`config.mk`:
```
export PLATFORM = sky130hd
export DESIGN_NAME = aes_128_loader
export DESIGN_NICKNAME = d
export VERILOG_FILES = /design/src/rtl/aes_128_pkg.sv /design/src/rtl/aes_128_loader.sv
export SDC_FILE = /design/constraint.sdc
export NUM_CORES = 1
export LEC_CHECK = 0
export ABC_AREA = 1
export BUFFER_PORTS_ARGS = -buffer_cell sky130_fd_sc_hd__buf_2
export CORE_MARGIN = 2
export CORE_UTILIZATION = 45
export CTS_BUF_LIST = sky130_fd_sc_hd__clkbuf_8
export DETAILED_ROUTE_END_ITERATION = 8
export PLACE_DENSITY_LB_ADDON = 0.3
export SETUP_SLACK_MARGIN = 0.4
export SLEW_MARGIN = 15
export SYNTH_ARGS = -nofsm -noshare
export SYNTH_HDL_FRONTEND = slang
export SYNTH_SLANG_ARGS = --single-unit
export TNS_END_PERCENT = 100
```
`constraint.sdc`:
```
create_clock -name clk -period 6 [get_ports clk]
set_input_delay 0.6 -clock clk [delete_from_list [all_inputs] [get_ports clk]]
set_output_delay 0.6 -clock clk [all_outputs]
set_load 0.02 [all_outputs]
```
`src/rtl/aes_128_pkg.sv`:
```
// Shared definitions for the aes_128 stream loader: word/block geometry and
// the loader FSM state encoding.
package aes_128_pkg;

  localparam int WORD_W   = 32;
  localparam int BLOCK_W  = 128;
  localparam int WORD_CNT = 4;

  typedef enum logic [1:0] {
    LOAD_TEXT = 2'd0,
    LOAD_KEY  = 2'd1,
    ISSUE     = 2'd2
  } loader_state_t;

endpackage

```
`src/rtl/aes_128_loader.sv`:
```
// Assembles 32-bit stream words into a 128-bit plaintext block and key for the
// aes_128 core, with an optional short frame that reuses the previous key.
module aes_128_loader
  import aes_128_pkg::*;
#(
  parameter logic KEY_REUSE_EN = 1'b1
) (
  input  logic                 clk,
  input  logic                 rst,
  input  logic [WORD_W-1:0]    s_data,
  input  logic                 s_valid,
  input  logic                 s_keep_key,
  output logic                 s_ready,
  output logic [BLOCK_W-1:0]   m_in_bus,
  output logic [BLOCK_W-1:0]   m_key,
  output logic                 m_start,
  input  logic                 m_ready,
  output logic                 key_loaded
);

  localparam logic [1:0] LAST_WORD = 2'(WORD_CNT - 1);

  loader_state_t state;
  logic [1:0]    word_cnt;
  logic          keep_flag;

  // Ready is gated by reset directly so no word is taken while rst is high.
  assign s_ready = (state != ISSUE) && !rst;

  always_ff @(posedge clk) begin
    if (rst) begin
      state      <= LOAD_TEXT;
      word_cnt   <= 2'd0;
      keep_flag  <= 1'b0;
      key_loaded <= 1'b0;
      m_start    <= 1'b0;
      m_in_bus   <= '0;
      m_key      <= '0;
    end else begin
      case (state)
        LOAD_TEXT: begin
          if (s_valid) begin
            m_in_bus[BLOCK_W-1-WORD_W*int'(word_cnt) -: WORD_W] <= s_data;
            if (word_cnt == 2'd0) begin
              keep_flag <= s_keep_key;
            end
            if (word_cnt == LAST_WORD) begin
              word_cnt <= 2'd0;
              // The keep request is honoured only once a real key exists.
              if (KEY_REUSE_EN && keep_flag && key_loaded) begin
                state   <= ISSUE;
                m_start <= 1'b1;
              end else begin
                state <= LOAD_KEY;
              end
            end else begin
              word_cnt <= word_cnt + 2'd1;
            end
          end
        end

        LOAD_KEY: begin
          if (s_valid) begin
            m_key[BLOCK_W-1-WORD_W*int'(word_cnt) -: WORD_W] <= s_data;
            if (word_cnt == LAST_WORD) begin
              word_cnt   <= 2'd0;
              state      <= ISSUE;
              m_start    <= 1'b1;
              key_loaded <= 1'b1;
            end else begin
              word_cnt <= word_cnt + 2'd1;
            end
          end
        end

        ISSUE: begin
          if (m_ready) begin
            state    <= LOAD_TEXT;
            m_start  <= 1'b0;
            word_cnt <= 2'd0;
          end
        end

        default: begin
          state    <= LOAD_TEXT;
          m_start  <= 1'b0;
          word_cnt <= 2'd0;
        end
      endcase
    end
  end

endmodule
```
==> run summary <==
======================================================================================================
Status                                                                                    finished clean
Number of sinks driven by the clock tree                                                           263
Number of global-route vias before repair                                                         9351
Worst IR Drop VDD                                                                               139 uV
Number of vias per cell                                                                           5.52
Final cell area excluding filler cells                                                     12500 sq um
Synth Area per Inst                                                                         7.50 sq um
Critical path start-end classification                                                    register to register
CTS Buf Count                                                                                       43
Largest area contributor in the netlist                                                        dfxtp_1
Net count after synthesis                                                                         1410
Top-level I/O count                                                                                296
Setup total negative slack                                                                        0 ns
Leakage Power                                                                                  5.65 nW
Min cycle time layout                                                                          3.57 ns
Summed instance area of the synthesized netlist                                            10300 sq um
Overflow after GRT                                                                                   0
Total Routed Length                                                                       36000 microns
Endpoint of the lowest-slack register-to-register path                                    m_in_bus[124]
Die outline width                                                                          155 microns
Most used standard cells in the synthesized netlist                                       dfxtp_1 (263), nand2_1 (193), nor2_1 (182)
Vertical die dimension                                                                     155 microns
Num rows                                                                                            55
Maximum number of pins on one net before global-route repair                                       101
Area Overhead vs Synth                                                                           21.8%
CTS-repair resized insts                                                                             0
Flops & latches, synth                                                                             263
HPWL reported at the end of detailed placement                                            22500 microns
Headroom to the max-slew limit                                                                   0.227
Most numerous cell in the Yosys netlist                                                        dfxtp_1
Count of final max-slew check failures                                                               0
Clock root buffer master                                                                      clkbuf_8
Max Buffers Root-to-Sink                                                                             3
TritonCTS clock tree                                                                             built
Netlist cell types                                                                                  22
RePlAce Congestion                                                                               0.818
Worst clock skew on the final layout                                                         0.0218 ns
Die Outline Area                                                                           24100 sq um
Final worst-path cycle share                                                                     0.595
Data required time of the critical path                                                        6.44 ns
DR iter-0 viols                                                                                   1070
Antenna violation net count after detailed routing                                                   0
Signal arrival time at the worst endpoint                                                      4.01 ns
Asr flop ratio synth                                                                                 0
Number of buffers inserted to repair setup after CTS                                                 0
Start of the worst register-to-register path                                               word_cnt[1]
Endpoint type of the worst setup path                                                         register
Unrepaired setup endpoints after global routing                                                  false
Core Region                                                                                22500 sq um
Wire length of the first global-routing pass                                              54100 microns
PortBufs                                                                                           295
EDFF count, synth                                                                                    0
Startpoint types                                                                              register
Final routed wire length divided by cell count                                            18.8 microns
Top post-synthesis cells by area                                                          dfxtp_1 (51%), a21oi_1 (8.4%), nand3_1 (7.9%)
# DRC                                                                                                0
Combined global-route utilization of all metal layers                                            0.288
Synth top area share                                                                             0.513
Number of stages on the worst hold path                                                              3
Hold-fix buffers, CTS                                                                                0
Final setup violation count                                                                          0
Total count of hold-check failures in the final report                                               0
End of the worst hold path                                                                   keep_flag
Clock transition at the register clock pins on the worst setup and hold paths after CTS        0.06 ns
Max Fanout on Critical Path                                                                         68
Syn. warnings                                                                                        0
Worst min-delay path category                                                             input pin to register
Initial core utilization                                                                         0.456
Leading register cell type out of synthesis                                                    dfxtp_1
Proportion of layout cells with a drive suffix above 1                                           0.232
Synth Instances                                                                                   1369
Insertion delay of the later-clocked pin in the worst-skew pair                                0.56 ns
Highest clock rate                                                                             280 MHz
MaxCap Viol Count                                                                                    0
Reg-to-reg slack, setup                                                                        2.43 ns
Drt pass-1 iters                                                                                     5
NumNets Final                                                                                     1638
Initial antenna violation count                                                                      3
Vias after detailed routing                                                                      10567
Worst reg2reg path depth                                                                            11
Startpoint of the most critical setup path                                                 word_cnt[1]
Worst-Margin Slew                                                                              1.16 ns
Start point of the worst hold path                                                          s_keep_key
Post-Place Cell Area                                                                       11600 sq um
Worst Hold Slack                                                                              0.303 ns
Share of synthesized area occupied by flip-flops and latches                                     0.513
Maximum level of the CTS H-tree                                                                      2
Pwr dens                                                                                   292 nW/um^2
# fillers                                                                                         2177
======================================================================================================
## area by class of cell
cell class	instances	area (sq um)	share of cell area
antenna	3	7.51	0.000600
clock buffer	50	688	0.0550
clock inverter	25	133	0.0106
inverter	43	163	0.0130
multi-input combinational	939	4310	0.345
sequential	263	5270	0.421
tap	285	357	0.0285
timing repair buffer	307	1580	0.126
## routing by layer
| layer | track usage | vias up | wire length, microns |
|---|---|---|---|
| li1 | - | 5026 | - |
| met1 | 0.396 | 4939 | 15400 |
| met2 | 0.423 | 496 | 15700 |
| met3 | 0.0641 | 106 | 3060 |
| met4 | 0.152 | 0 | 1810 |
| met5 | 0 | - | 0 |
## worst max-delay path, cell delays in order (launching register included)
cell and delay, ns:
dfxtp_2 0.31, buf_4 0.35, inv_2 0.16, buf_4 0.58
ha_1 0.27, buf_4 0.34, inv_1 0.09, nor2_2 0.11
buf_4 0.30, inv_1 0.50, nor2_1 0.30, nor2_1 0.07
## sequential cells by signal (all words and copies together) (netlist names)
register	count
m_in_bus	128
keep_flag	1
key_loaded	1
word_cnt	2
m_start	1
m_key	128
state	2
## worst max path at each step
stage | endpoint | depth (start not counted) | slack, ns
5_1_grt | m_in_bus[124] | 11 | 2.20
2_1_floorplan | m_in_bus[101] | 11 | 3.98
3_3_place_gp | m_in_bus[62] | 5 | 2.48
4_1_cts | m_in_bus[34] | 5 | 2.37
6_report | m_in_bus[124] | 11 | 2.43
3_5_place_dp | m_in_bus[56] | 5 | 2.42
## through the flow
| stage | total power [W] | setup WS (ns) | util | cells |
|---|---|---|---|---|
| global route | 0.00379 | 2.20 | 0.556 | 1914 |
| finish | 0.00366 | 2.43 | 0.556 | 1915 |
| detailed placement | 0.00218 | 2.42 | 0.517 | 1836 |
| global placement | 0.00218 | 2.48 | 0.517 | 1836 |
| floorplan | 0.00206 | 3.98 | - | 1369 |
| CTS | 0.00367 | 2.37 | 0.554 | 1911 |
## cells in the final DEF, fill, tap and decap left out, types with 3 or more instances in the layout
cell type	n
nor2_1	182
a21oi_1	173
buf_2	294
diode_2	3
nor3_1	128
clkbuf_8	50
o21ai_0	87
dfxtp_1	261
nand3_1	163
nand2_1	192
clkinvlp_4	3
inv_1	57
o21ai_1	3
buf_4	11
inv_2	5
## cell families (layout without fill, tap and decap cells)
| group | Yosys count | after routing | share of synthesized area |
|---|---|---|---|
| adders and majority gates | 4 | 4 | 0.00487 |
| other | 0 | 3 | 0 |
| DFF | 263 | 263 | 0.513 |
| and+or+nand+nor | 671 | 671 | 0.283 |
| AOI/OAI and AO/OA | 264 | 264 | 0.129 |
| buffers and inverters | 167 | 425 | 0.0704 |
## power by group
group          internal (W)  switching (W)  total (W)
sequential          0.00178      0.0000184    0.00180
clock              0.000798       0.000706    0.00150
combinational     0.0000787       0.000277   0.000356
total               0.00265        0.00100    0.00366
Note: power is estimated with default switching activity, not from simulation.
